## src/rtl/serial_add_pkg.sv

```systemverilog
// serial_add_pkg
//   Shared definitions for the bit-serial add/subtract controller.
//   - SADD_W  : default operand/result width
//   - state_t : controller state encoding (IDLE, RUN, DONE), 2 bits
package serial_add_pkg;

  localparam int SADD_W = 8;

  typedef enum logic [1:0] {
    IDLE = 2'd0,
    RUN  = 2'd1,
    DONE = 2'd2
  } state_t;

endpackage

```

## src/rtl/serial_fa_cell.sv

```systemverilog
// serial_fa_cell
//   One-bit full adder whose carry is held in a flop between bits.
//   Ports:
//     clk      in   rising-edge clock
//     rst_b    in   synchronous active-low reset (clears carry)
//     load     in   preload carry with cin_init instead of accumulating
//     cin_init in   carry value loaded at the start of an operation
//     x, y     in   current operand bits
//     s        out  combinational sum bit  x ^ y ^ carry
//     c_q      out  registered carry
module serial_fa_cell (
  input  logic clk,
  input  logic rst_b,
  input  logic load,
  input  logic cin_init,
  input  logic x,
  input  logic y,
  output logic s,
  output logic c_q
);

  assign s = x ^ y ^ c_q;

  always_ff @(posedge clk) begin
    if (!rst_b) begin
      c_q <= 1'b0;
    end else if (load) begin
      c_q <= cin_init;
    end else begin
      c_q <= (x & y) | (x & c_q) | (y & c_q);
    end
  end

endmodule

```

## src/rtl/serial_add_ctrl.sv

```systemverilog
// serial_add_ctrl
//   Word-level front end for a bit-serial adder/subtractor. Operands are
//   latched on an accepted start, streamed LSB-first through serial_fa_cell,
//   and the assembled result is published with a one-cycle done pulse.
//
//   Handshake: start is a request pulse, accepted on a rising edge only when
//   busy = 0 (otherwise it is dropped, not queued). busy rises on the
//   accepting edge and stays high through the done cycle; done is high for
//   exactly one cycle, W+1 cycles after the accepting edge, and sum/cout/ovf
//   are valid from that cycle until the next accepted start.
//
//   Ports:
//     clk, rst_b     clock, synchronous active-low reset
//     start, op_sub  request pulse, 0 = a + b / 1 = a - b
//     a, b           W-bit operands (sampled with start)
//     busy, done     status (registered)
//     sum, cout, ovf result, final carry, signed overflow (registered)
//     state_dbg      current FSM state (debug observation)
module serial_add_ctrl
  import serial_add_pkg::*;
#(
  parameter int W = SADD_W
) (
  input  logic         clk,
  input  logic         rst_b,
  input  logic         start,
  input  logic         op_sub,
  input  logic [W-1:0] a,
  input  logic [W-1:0] b,
  output logic         busy,
  output logic         done,
  output logic [W-1:0] sum,
  output logic         cout,
  output logic         ovf,
  output logic [1:0]   state_dbg
);

  localparam int CNT_W = (W > 2) ? $clog2(W) : 1;
  localparam logic [CNT_W-1:0] CNT_LAST = CNT_W'(W - 1);

  state_t             state, state_nxt;
  logic [W-1:0]       opa, opb, sum_sh;
  logic [CNT_W-1:0]   cnt;
  logic               c_msb;
  logic               busy_q, done_q, cout_q, ovf_q;
  logic [W-1:0]       sum_q;

  logic               accept, load, run, last_bit, finish;
  logic               fa_s, fa_c;

  // busy is a flop of its own so it can cover the done cycle, which the
  // FSM already spends back in IDLE.
  assign accept = start & (state == IDLE) & ~busy_q;

  serial_fa_cell u_fa (
    .clk      (clk),
    .rst_b    (rst_b),
    .load     (load),
    .cin_init (op_sub),
    .x        (run & opa[0]),
    .y        (run & opb[0]),
    .s        (fa_s),
    .c_q      (fa_c)
  );

  always_comb begin
    state_nxt = state;
    load      = 1'b0;
    run       = 1'b0;
    last_bit  = 1'b0;
    finish    = 1'b0;
    case (state)
      IDLE: begin
        if (accept) begin
          load      = 1'b1;
          state_nxt = RUN;
        end
      end
      RUN: begin
        run = 1'b1;
        if (cnt == CNT_LAST) begin
          last_bit  = 1'b1;
          state_nxt = DONE;
        end
      end
      DONE: begin
        finish    = 1'b1;
        state_nxt = IDLE;
      end
      default: state_nxt = IDLE;
    endcase
  end

  always_ff @(posedge clk) begin
    if (!rst_b) begin
      state  <= IDLE;
      opa    <= '0;
      opb    <= '0;
      sum_sh <= '0;
      cnt    <= '0;
      c_msb  <= 1'b0;
      busy_q <= 1'b0;
      done_q <= 1'b0;
      sum_q  <= '0;
      cout_q <= 1'b0;
      ovf_q  <= 1'b0;
    end else begin
      state  <= state_nxt;
      done_q <= finish;
      if (load) begin
        opa    <= a;
        opb    <= op_sub ? ~b : b;
        cnt    <= '0;
        busy_q <= 1'b1;
      end
      if (run) begin
        opa    <= opa >> 1;
        opb    <= opb >> 1;
        sum_sh <= {fa_s, sum_sh[W-1:1]};
        if (last_bit) begin
          // carry register now holds the carry into the MSB position
          c_msb <= fa_c;
        end else begin
          cnt <= cnt + 1'b1;
        end
      end
      if (finish) begin
        sum_q  <= sum_sh;
        cout_q <= fa_c;
        ovf_q  <= c_msb ^ fa_c;
      end
      if (done_q) begin
        busy_q <= 1'b0;
      end
    end
  end

  assign busy      = busy_q;
  assign done      = done_q;
  assign sum       = sum_q;
  assign cout      = cout_q;
  assign ovf       = ovf_q;
  assign state_dbg = state;

endmodule

```

## config.mk

```make
export PLATFORM = sky130hd
export DESIGN_NAME = serial_add_ctrl
export DESIGN_NICKNAME = d
export VERILOG_FILES = /design/src/rtl/serial_add_pkg.sv /design/src/rtl/serial_fa_cell.sv /design/src/rtl/serial_add_ctrl.sv
export SDC_FILE = /design/constraint.sdc
export NUM_CORES = 1
export LEC_CHECK = 0
export BUFFER_PORTS_ARGS = -buffer_cell sky130_fd_sc_hd__buf_2
export CAP_MARGIN = 30
export CORE_ASPECT_RATIO = 0.6
export CORE_MARGIN = 10
export CORE_UTILIZATION = 49
export CTS_CLUSTER_DIAMETER = 200
export DETAILED_ROUTE_END_ITERATION = 10
export PLACE_DENSITY = 0.75
export RECOVER_POWER = 50
export SLEW_MARGIN = 10
export SYNTH_ARGS = -nofsm -noshare
export SYNTH_HDL_FRONTEND = slang
export SYNTH_SLANG_ARGS = --single-unit
export TNS_END_PERCENT = 50
```

## constraint.sdc

```tcl
create_clock -name clk -period 1.64 [get_ports clk]
set_input_delay 0.41 -clock clk [delete_from_list [all_inputs] [get_ports clk]]
set_output_delay 0.41 -clock clk [all_outputs]
set_load 0.05 [all_outputs]
```

* Word level (Yosys, flattened, before mapping)
Cells that the tools add are included.
** Word-level totals
- Register bits after elaboration :: 43
- Bits in latches :: 0
- Memory bits (writable) :: 0
- Memory bits (read-only) :: 0
- Input bits :: 20
- Output and inout bits :: 14
- Word-level logic and storage cells :: 59
- Memories kept :: 0
** Cells by class
- Add/sub/neg operators :: 1
- $mul :: 0
- Divide/modulo/power cells :: 0
- $lt $le $gt $ge :: 0
- Eq/ne operators :: 5
- Shifts and indexed selects :: 0
- Mux-type cells :: 18
- Bitwise operators :: 15
- Reductions and logical operators :: 6
** Operators with widths (number)
- $mux 7 :: 4
- $mux 3 :: 3
- $mux 8 :: 1
- $not 8->8 :: 1
- $and 1x1->1 :: 7
- $mux 1 :: 7
- $mux 2 :: 2
- $ne 2x2->1 const B :: 2
- $pmux 2 s2 :: 1
- $reduce_and 2->1 :: 2
- $reduce_or 2->1 :: 2
- $add 3x1->3 const B :: 1
- $eq 3x3->1 const B :: 1
- $xor 1x1->1 :: 3
- $eq 2x1->1 const B :: 1
- $eq 2x2->1 const B :: 1
- $logic_not 2->1 :: 1
- $not 1->1 :: 2
- $or 1x1->1 :: 2
- $reduce_bool 2->1 :: 1

* Logic depth before layout (Yosys ltp)
Gate-level depths: netlist of run 1.
- Depth in word-level cells :: 8
- Mapped depth :: 7
- Gate-level depth less buffers :: 5

* By module
From an unflattened synthesis of run 1, not the netlist that was laid out.
** Unflattened totals
- Cell total of the unflattened synthesis :: 201
- Area total of the unflattened synthesis :: 1851.8 um^2
** By module, submodules not included
- serial_add_ctrl :: times used 1, cells an instance 197, area an instance 1795.5 um^2, sequential area each 840.8 um^2
- serial_fa_cell :: times used 1, cells an instance 4, area an instance 56.3 um^2, sequential area each 20.0 um^2

* Worst setup path before layout of run 1
No wires, ideal clock.
- Kind :: flip-flop to flip-flop
- Start point :: register state[0], in the netlist state_dbg[0]
- End point :: register sum_sh[7]
- Library setup time :: 0.116 ns
- Arrival :: 2.003 ns
- Data required time :: 1.524 ns
- Path slack :: -0.480 ns
- Stages on the path, launching flop included :: 8
- Path buffers :: 2
- Period minus slack after synthesis :: 2.120 ns
- Cells stage by stage :: dfxtp_1 > and2b_1 > buf_2 > buf_2 > nand2_1 > fa_1 > nand2_1 > o211a_1
** Between the ends
- Word-level cells in the longest chain between the ends :: 5
- Elaborated cells between the ends (all ways) :: 6
- Those cells by class :: eq/ne: 1; mux: 1; bitwise: 4
** RTL lines
- start, declared :: line serial_add_ctrl.sv:41 : state_t state, state_nxt;
- start signal, assigned :: line serial_add_ctrl.sv:108 : state <= state_nxt;
- $eq 2x1->1 * :: line serial_add_ctrl.sv:72 : case (state)
- $mux 1 * :: line serial_add_ctrl.sv:72
- $and 1x1->1, on equally long branches :: line serial_add_ctrl.sv:60, serial_add_ctrl.sv:61
- $xor 1x1->1 (2 in a row) :: line serial_fa_cell.sv:22 : assign s = x ^ y ^ c_q;
- end signal, assigned :: line serial_add_ctrl.sv:119 : sum_sh <= {fa_s, sum_sh[W-1:1]};
- end, declared :: line serial_add_ctrl.sv:42 : logic [W-1:0] opa, opb, sum_sh;
Mark *: on every way between the ends. The rest lies on a longest branch, timed or not.
A chain may end at the register's enable or synchronous reset.

* Final worst setup path of run 1
Ends and elaborated chain as after synthesis.

==> results_dict.tcl, run 1 <==
set metrics [dict create \
    first_pass_iters 4 \
    path_buf_inv 0 \
    hold_viol 0 \
    yosysSeqAreaShare_pct 47.0 \
    yosysWarnings 0 \
    cp_top_family "adder cells" \
    min_to "opa[7]$_SDFFE_PP0P_" \
    worstPathRequired_ns 1.84 \
    clk_latency_ns 0.30 \
    critPathMaxStageDelay_ns 0.50 \
    die_w_um 99.0 \
    clock_path_buffers 2 \
    wl_per_cell_um 13.7 \
    status "complete, no violations" \
    place_ws_ns 0.165 \
    start_util_pct 50.4 \
    cts_buffers 5 \
    io_buffers 33 \
    critPathMaxFanout 8 \
    placementRows 17 \
    syn_inst 208 \
    n_fill_cell 329 \
    avgViaCountPerCell 5.16 \
    timing.rr.start "state_dbg[0]$_SDFFE_PN0P_" \
    crit_chain "and2b_1, nand2_2, fa_1, nand2_1, o211a_1" \
    rrSetupSlack_ns 0.16 \
    critPathKind "reg -> reg" \
    clock_sinks 43 \
    whs_path_depth 3 \
    maxCapViolCount 0 \
    slowest_stage "fa_1" \
    clkTransAtPathRegs_ns 0.09 \
    grt_use_total_pct 12.5 \
    cts_setup_buffers 0 \
    grt_pass1_wl_um 6860 \
    drv_slew 0 \
    cts_resized 0 \
    die-area_sq_um 6670 \
    worst_pin_slew_ns 0.537 \
    drive_above_1_share_pct 21.7 \
    dp_hpwl_um 2820 \
    cts_tree "built" \
    cp-end-kind "flip-flop" \
    synthToLayoutAreaGrowth_pct 17.7 \
    setup_slack_ns 0.157 \
    stdcell_area_sq_um 2160 \
    rsz0062_at_grt "false" \
    grt_max_degree 46 \
    vias 1480 \
    core-area_sq_um 3640 \
    timing.rr.end "sum_sh[7]$_SDFFE_PN0N_" \
    fin_crit_sh_pct 90.4 \
    antenna_cells 0 \
    hp-class "in -> reg" \
    power.leakage_nw 0.888 \
    drt-total-wl_um 3930 \
    first_global_vias 1452 \
    fin_skew_ns 0.00975 \
    cp_data_arrival_time_ns 1.69 \
    dr.first_iter.drc_count 88 \
    gp_congestion 0.776 \
    htree_levels 2 \
    fp.dieH_um 67.4 \
    synth.distinct_cells 33 \
    fin_hold_ws_ns 0.333 \
    nets 262 \
    power.density_nw_per_um2 1020 \
    placed_cell_area_sq_um 2060 \
    ff2ff_path_depth 5 \
    netlist_area_sq_um 1830 \
    syn_area_per_cell_sq_um 8.81 \
    route.detailed.drc 0 \
    ir_worst_vdd_mv 0.682 \
    setup-violations-final 0 \
    synth-seq-cells 43 \
    ant_nets 0 \
    max-slew-margin-rel_pct 64.2 \
    startpoint_type "flip-flop" \
    grt-ovfl-total 0 \
    hold_path_startpoint "a[7]" \
    antenna_found_initial 0 \
    boundaryPins 34 \
    fmax_ghz 0.674 \
    cts_root_buffer "clkbuf_8" \
    hold_buffers 0 \
    synth_nets 231 \
    period_needed_ns 1.48 \
]
per-stage QoR:
step	power, mW	instances	TNS (ns)	utilization, %
global placement	1.45	279	0	56.7
floorplan	1.38	208	-0.0178	-
CTS	2.23	287	0	59.6
finish	2.20	287	0	59.3
global route	2.32	287	0	59.3
detailed placement	1.46	279	0	56.7
worst reg2reg max path: cells and delay by family (launching register included):
family	cells	cell delay (ns)
simple gates	3	0.34
compound gates	1	0.12
fa+ha+maj	1	0.50
flops	1	0.44
where the power goes:
group,internal [mW],total (mW),switching (mW)
registers,1.10,1.14,0.0414
logic,0.123,0.292,0.169
clock network,0.392,0.768,0.376
total,1.61,2.20,0.587
area by class of cell:
type                    instances  area (sq um)  share of cell area (%)
clock buffers                   6          93.8                    4.35
clock inverters                 2          13.8                   0.638
inverters                       1          3.75                   0.174
well taps                      47          58.8                    2.72
multi-input cells             148           888                    41.2
flip-flops and latches         43           866                    40.1
repair buffers                 40           234                    10.8
layout by cell type (no fill, tap or decap), drive strengths merged:
cell / netlist / routed
nand3: 7 / 7
a21boi: 23 / 23
a22oi: 7 / 7
inv: 1 / 1
o21ai: 8 / 8
and3: 1 / 1
ha: 2 / 2
buf: 6 / 31
or2b: 1 / 1
or4b: 1 / 1
nand2: 45 / 45
clkbuf: 10 / 15
nor2b: 2 / 2
nand2b: 3 / 3
dfxtp: 43 / 43
a21oi: 1 / 1
and2: 2 / 2
o22ai: 3 / 3
fa: 1 / 1
nand3b: 1 / 1
xnor2: 2 / 2
nor2: 9 / 9
a211oi: 1 / 1
mux2i: 1 / 1
nor4b: 1 / 1
clkinv: 0 / 2
xor2: 7 / 7
nor3: 14 / 14
and2b: 1 / 1
o211a: 3 / 3
nor3b: 1 / 1
synth_stat cells:
master / count / share of area, %
dfxtp_1: 43 / 47
nand2b_1: 3 / 1.0
xnor2_1: 2 / 0.96
ha_1: 2 / 1.4
nor3b_1: 1 / 0.41
o22ai_1: 3 / 1.0
buf_4: 1 / 0.41
xor2_1: 7 / 3.3
clkbuf_1: 10 / 2.0
or4b_1: 1 / 0.55
nor2b_1: 2 / 0.68
a21boi_0: 23 / 9.4
nand2_1: 45 / 9.2
nand3b_1: 1 / 0.41
o21ai_2: 1 / 0.48
or2b_1: 1 / 0.41
nor3_1: 14 / 3.8
nor2_1: 9 / 1.8
a21oi_1: 1 / 0.27
o21ai_0: 7 / 1.9
nor4b_4: 1 / 1.3
mux2i_1: 1 / 0.55
o211a_1: 3 / 1.6
nand3_1: 7 / 1.9
fa_1: 1 / 1.1
inv_1: 1 / 0.20
and2_1: 2 / 0.68
and2b_1: 1 / 0.41
buf_2: 3 / 0.82
buf_6: 2 / 1.2
a211oi_1: 1 / 0.41
a22oi_1: 7 / 2.9
and3_1: 1 / 0.34
layer usage:
metal	global-route usage, %	wire [um]
met4	3.20	29
met3	6.11	276
met1	16.2	2010
met5	0	0
met2	18.2	1610
sequential cells by signal, summed over array words and instances, names as in the netlist:
signal,flops
cnt,3
c_msb,1
sum,8
opa,8
ovf,1
busy,1
opb,8
cout,1
state_dbg,2
u_fa.c_q,1
sum_sh,8
done,1
worst max-delay path by stage:
stage	from	to	slack (ns)	depth (start not counted)
final	state_dbg[0]$_SDFFE_PN0P_	sum_sh[7]$_SDFFE_PN0N_	0.16	5
after global routing	state_dbg[0]$_SDFFE_PN0P_	sum_sh[7]$_SDFFE_PN0N_	0.08	5
after CTS	state_dbg[1]$_SDFFE_PN0P_	sum_sh[7]$_SDFFE_PN0N_	0.17	5
after detailed placement	start	cnt[1]$_SDFF_PN0_	0.17	5
after global placement	start	cnt[0]$_SDFF_PN0_	0.18	5
after floorplan	state_dbg[0]$_SDFFE_PN0P_	sum_sh[7]$_SDFFE_PN0N_	-0.02	7
cells by family after synthesis:
logic type      Yosys count  synth area share (%)
compound gates           46                  18.0
xor+xnor                  9                  4.30
fa+ha+maj                 3                  2.46
buf+inv                  17                  4.71
flops                    43                  47.0
mux                       1                 0.546
simple gates             89                  23.0
No activity file was read; power rests on OpenSTA's default activity.
==> run 2: changes to the inputs <==
PLACE_DENSITY = 0.81   (was 0.75)
==> run 2 against run 1 <==
Wire length is 5.1% lower. Die area unchanged. Sequential power hardly changed. First-iteration DRC count is 20% lower. Sequential cell count unchanged. Critical path depth unchanged. Sequential share of layout area increased by 0.44 points. Critical endpoint unchanged.
==> results_dict.tcl, run 2 (same netlist as run 1, synthesis figures left out) <==
set metrics [dict create \
    status "complete, no violations" \
    regArea_sq_um 865 \
    die-area_sq_um 6670 \
    clk_latency_ns 0.30 \
    tns_ns 0 \
    clock_path_buffers 2 \
    hold_viol 0 \
    period_needed_ns 1.47 \
    cp_data_arrival_time_ns 1.67 \
    grt_use_total_pct 11.6 \
    whs_path_depth 3 \
    timing.rr.end "sum_sh[7]$_SDFFE_PN0N_" \
    timing.rr.start "state_dbg[1]$_SDFFE_PN0P_" \
    critPathMaxFanout 8 \
    power.density_nw_per_um2 1040 \
    ir_worst_vdd_mv 0.459 \
    cts_tree "built" \
    worstPathRequired_ns 1.83 \
    fin_crit_sh_pct 89.9 \
    fin_skew_ns 0.00425 \
    vias 1452 \
    rrSetupSlack_ns 0.17 \
    maxCapViolCount 0 \
    io_buffers 33 \
    fmax_ghz 0.678 \
    critPathKind "reg -> reg" \
    clock_sinks 43 \
    first_pass_iters 4 \
    dr.first_iter.drc_count 70 \
    crit_chain "and2b_1, nand2_2, fa_1, nand2_1, o211a_1" \
    die_w_um 99.0 \
    ff2ff_path_depth 5 \
    n_fill_cell 332 \
    critPathMaxStageDelay_ns 0.51 \
    rsz0062_at_grt "false" \
    multiInputGateArea_sq_um 873 \
    cts_resized 0 \
    layout_commonest_cell "nand2_1" \
    wl_per_cell_um 13.0 \
    startpoint_type "flip-flop" \
    min_to "opa[7]$_SDFFE_PP0P_" \
    hp-class "in -> reg" \
    gp_congestion 0.738 \
    htree_levels 2 \
    boundaryPins 34 \
    p_total_mw 2.21 \
    drt-total-wl_um 3730 \
    avgViaCountPerCell 5.08 \
    grt_max_degree 46 \
    placementRows 17 \
    first_global_vias 1405 \
    nets 261 \
    grt-ovfl-total 0 \
    route.detailed.drc 0 \
    cts_buffers 5 \
    worst_pin_slew_ns 0.480 \
    ant_nets 0 \
    cts_root_buffer "clkbuf_8" \
    setup-violations-final 0 \
    slowest_stage "fa_1" \
    antenna_found_initial 0 \
    fp.dieH_um 67.4 \
    antenna_cells 0 \
    layout_common_cells "44 x nand2_1, 42 x dfxtp_1, 25 x buf_2, 23 x a21boi_0, 14 x nor3_1" \
    power.leakage_nw 0.872 \
    dp_hpwl_um 2560 \
    cts_setup_buffers 0 \
    dp_cells 278 \
    drv_slew 0 \
    start_util_pct 50.4 \
    clkTransAtPathRegs_ns 0.08 \
    synthToLayoutAreaGrowth_pct 16.3 \
    grt_pass1_wl_um 6470 \
    cp-end-kind "flip-flop" \
    drive_above_1_share_pct 20.5 \
    hold_path_startpoint "a[7]" \
    max-slew-margin-rel_pct 68.0 \
    hold_buffers 0 \
    core-area_sq_um 3640 \
    instances_no_fill 286 \
]
[run 2: through the flow]
step                      setup slack, ns  hold WS, ns  area, sq um  util, %
final                               0.165        0.345         2130     58.6
after global routing               0.0555        0.354         2130     58.6
after CTS                           0.174        0.341         2150     59.2
after detailed placement            0.142        0.413         2040     56.1
after global placement              0.144        0.401         2040     56.1
after floorplan                   -0.0178        0.431         1860        -
[run 2: layer usage]
layer | up-vias | part of all wire (%) | global-route usage [%]
met5 | - | 0 | 0
met4 | 0 | 1.5 | 4.80
met3 | 6 | 6.7 | 5.09
met2 | 36 | 42 | 16.9
met1 | 648 | 50 | 14.7
li1 | 762 | - | -
[run 2: power by group]
part	total, mW	switching (mW)	internal, mW
clock network	0.793	0.362	0.431
logic	0.282	0.168	0.115
registers	1.14	0.0354	1.10
[run 2: how the worst max path moves through the flow]
stage / start / end / depth (start not counted)
6_report: state_dbg[1]$_SDFFE_PN0P_ / sum_sh[7]$_SDFFE_PN0N_ / 5
5_1_grt: state_dbg[1]$_SDFFE_PN0P_ / sum_sh[7]$_SDFFE_PN0N_ / 5
4_1_cts: state_dbg[1]$_SDFFE_PN0P_ / sum_sh[7]$_SDFFE_PN0N_ / 5
3_5_place_dp: start / cnt[0]$_SDFF_PN0_ / 5
3_3_place_gp: start / cnt[0]$_SDFF_PN0_ / 5
2_1_floorplan: state_dbg[0]$_SDFFE_PN0P_ / sum_sh[7]$_SDFFE_PN0N_ / 7
[run 2: cell type report]
cell class              instances  share of cell area, %
repair buffers                 39                   10.3
clock inverters                 1                  0.235
inverters                       1                  0.176
multi-input cells             148                   41.0
flip-flops and latches         43                   40.6
well taps                      47                   2.76
clock buffers                   7                   5.05
[run 2: critical path: cells and delay by family, from the launching register on]
kind                       cells  cell delay (ns)
DFF                            1             0.37
AOI/OAI and AO/OA              1             0.12
and+or+nand+nor                3             0.38
adders and majority gates      1             0.51
==> run 3: changes to the inputs <==
CELL_PAD_IN_SITES_DETAIL_PLACEMENT = 0   (was unset)
CELL_PAD_IN_SITES_GLOBAL_PLACEMENT = 2   (was unset)
CORE_UTILIZATION = 29   (was 49)
PLACE_DENSITY = 0.79   (was 0.81)
==> run 3 against run 2 <==
Largest power group unchanged. Final cell count grew 14%. Power rose by 3.9%. Global-route usage decreased by 2.6 points. Non-clock buffer count grew 4. Worst setup slack got worse by 0.051 ns. Via count up 0.69%. Fmax decreased by 3.4%. Largest cell class unchanged. Wire length is 16% higher. Sequential share of layout area decreased by 1.2 points. Clock-buffer cell count is 1 lower.
==> results_dict.tcl, run 3 (same netlist as run 1, synthesis figures left out) <==
set metrics [dict create \
    layout_commonest_cell "nand2_1" \
    critPathMaxStageDelay_ns 0.57 \
    drv_slew 0 \
    boundaryPins 34 \
    place_ws_ns 0.0903 \
    grt_pass1_wl_um 7250 \
    wl_per_cell_um 13.2 \
    dp_hpwl_um 3110 \
    avgViaCountPerCell 4.47 \
    core-area_sq_um 6110 \
    power.leakage_nw 0.889 \
    gp_congestion 0.731 \
    worstPathRequired_ns 1.81 \
    die_w_um 123 \
    fin_skew_ns 0.00739 \
    tns_ns 0 \
    slowest_stage "or4b_1" \
    fmax_ghz 0.655 \
    clock_path_buffers 2 \
    start_util_pct 30.0 \
    htree_levels 2 \
    setup_slack_ns 0.114 \
    fin_crit_sh_pct 93.1 \
    wl_met2_um 1700 \
    cp_top_family "simple AND/OR/NAND/NOR gates" \
    crit_chain "or4b_1, buf_4, o21ai_2, o22ai_1" \
    hold_viol 0 \
    dr.first_iter.drc_count 80 \
    clkTransAtPathRegs_ns 0.08 \
    cp_data_arrival_time_ns 1.70 \
    critPathMaxFanout 16 \
    status "complete, no violations" \
    cp-end-kind "flip-flop" \
    setup-violations-final 0 \
    n_fill_cell 659 \
    max-slew-margin-rel_pct 59.1 \
    cts_tree "built" \
    dp_cells 319 \
    grt_max_degree 21 \
    path_buf_inv 1 \
    grt_use_total_pct 8.95 \
    clock_sinks 43 \
    layout_common_cells "44 x nand2_1, 41 x dfxtp_1, 26 x buf_2, 23 x a21boi_0, 14 x nor3_1" \
    hold_buffers 0 \
    antenna_found_initial 0 \
    cts_setup_buffers 0 \
    wl_met3_um 248 \
    route.detailed.drc 0 \
    cts_root_buffer "clkbuf_8" \
    ant_nets 0 \
    instances_no_fill 327 \
    first_global_vias 1422 \
    clk_latency_ns 0.29 \
    startpoint_type "flip-flop" \
    io_buffers 33 \
    period_needed_ns 1.53 \
    hp-class "in -> reg" \
    first_pass_iters 4 \
    grt-ovfl-total 0 \
    met1_length_um 2370 \
    rsz0062_at_grt "false" \
    die-area_sq_um 10000 \
    drive_above_1_share_pct 21.4 \
    power.density_nw_per_um2 1040 \
    maxCapViolCount 0 \
    fp.dieH_um 81.6 \
    worst_pin_slew_ns 0.613 \
    vias 1462 \
    cts_buffers 5 \
    dr.max_layer_used "met4" \
    cts_resized 0 \
    critPathKind "reg -> reg" \
    nets 265 \
    synthToLayoutAreaGrowth_pct 20.5 \
    antenna_cells 0 \
    drt-total-wl_um 4330 \
    placementRows 22 \
    ir_worst_vdd_mv 0.356 \
]
## run 3: changes by cell type in the layout (fill, tap and decap cells not counted), sizes merged
cell	before	now
bufinv	0	1
clkbuf	16	17
buf	30	32
## run 3: worst reg2reg max path: cells and delay by family, from the launching register on
kind / cells / cell delay, ns
flops: 1 / 0.38
simple gates: 1 / 0.57
compound gates: 2 / 0.24
buf+inv: 1 / 0.23
## run 3: where the power goes
part	internal [mW]	total, mW	leakage [nW]	switching (mW)
Combinational	0.119	0.294	0.476	0.175
Clock	0.493	0.864	0.0612	0.370
Sequential	1.10	1.14	0.352	0.0405
## run 3: area by class of cell
type                            count  area, sq um  area share [%]
Inverter                            1         3.75           0.170
Clock buffer                        6         82.6            3.74
Sequential cell                    43          868            39.3
Tap cell                           84          105            4.76
Multi-Input combinational cell    148          888            40.2
Clock inverter                      2         35.0            1.59
Timing Repair Buffer               43          225            10.2
## run 3: path summary, 6_finish.rpt
check	end	slack (ns)	start	depth (start not counted)
worst min register to register	opa[7]$_SDFFE_PP0P_	0.46	opa[7]$_SDFFE_PP0P_	2
worst max-delay path	cnt[0]$_SDFF_PN0_	0.11	state_dbg[1]$_SDFFE_PN0P_	4
worst max register to register	cnt[0]$_SDFF_PN0_	0.11	state_dbg[1]$_SDFFE_PN0P_	4
worst min-delay path	opa[7]$_SDFFE_PP0P_	0.36	a[7]	3
## run 3: metal layers
| layer | vias up | global-route usage, % |
|---|---|---|
| met2 | 24 | 12.2 |
| met5 | - | 0 |
| met3 | 2 | 3.56 |
| met4 | 0 | 1.76 |
| li1 | 778 | - |
| met1 | 658 | 12.9 |
## run 3: per-stage QoR
| step | cell area, sq um | utilization [%] | hold slack (ns) | total power [mW] |
|---|---|---|---|---|
| finish | 2210 | 36.1 | 0.359 | 2.30 |
| global route | 2210 | 36.1 | 0.343 | 2.42 |
| CTS | 2220 | 36.4 | 0.347 | 2.34 |
| detailed placement | 2110 | 34.5 | 0.449 | 1.47 |
| global placement | 2110 | 34.5 | 0.446 | 1.47 |
| floorplan | 1860 | - | 0.431 | 1.38 |
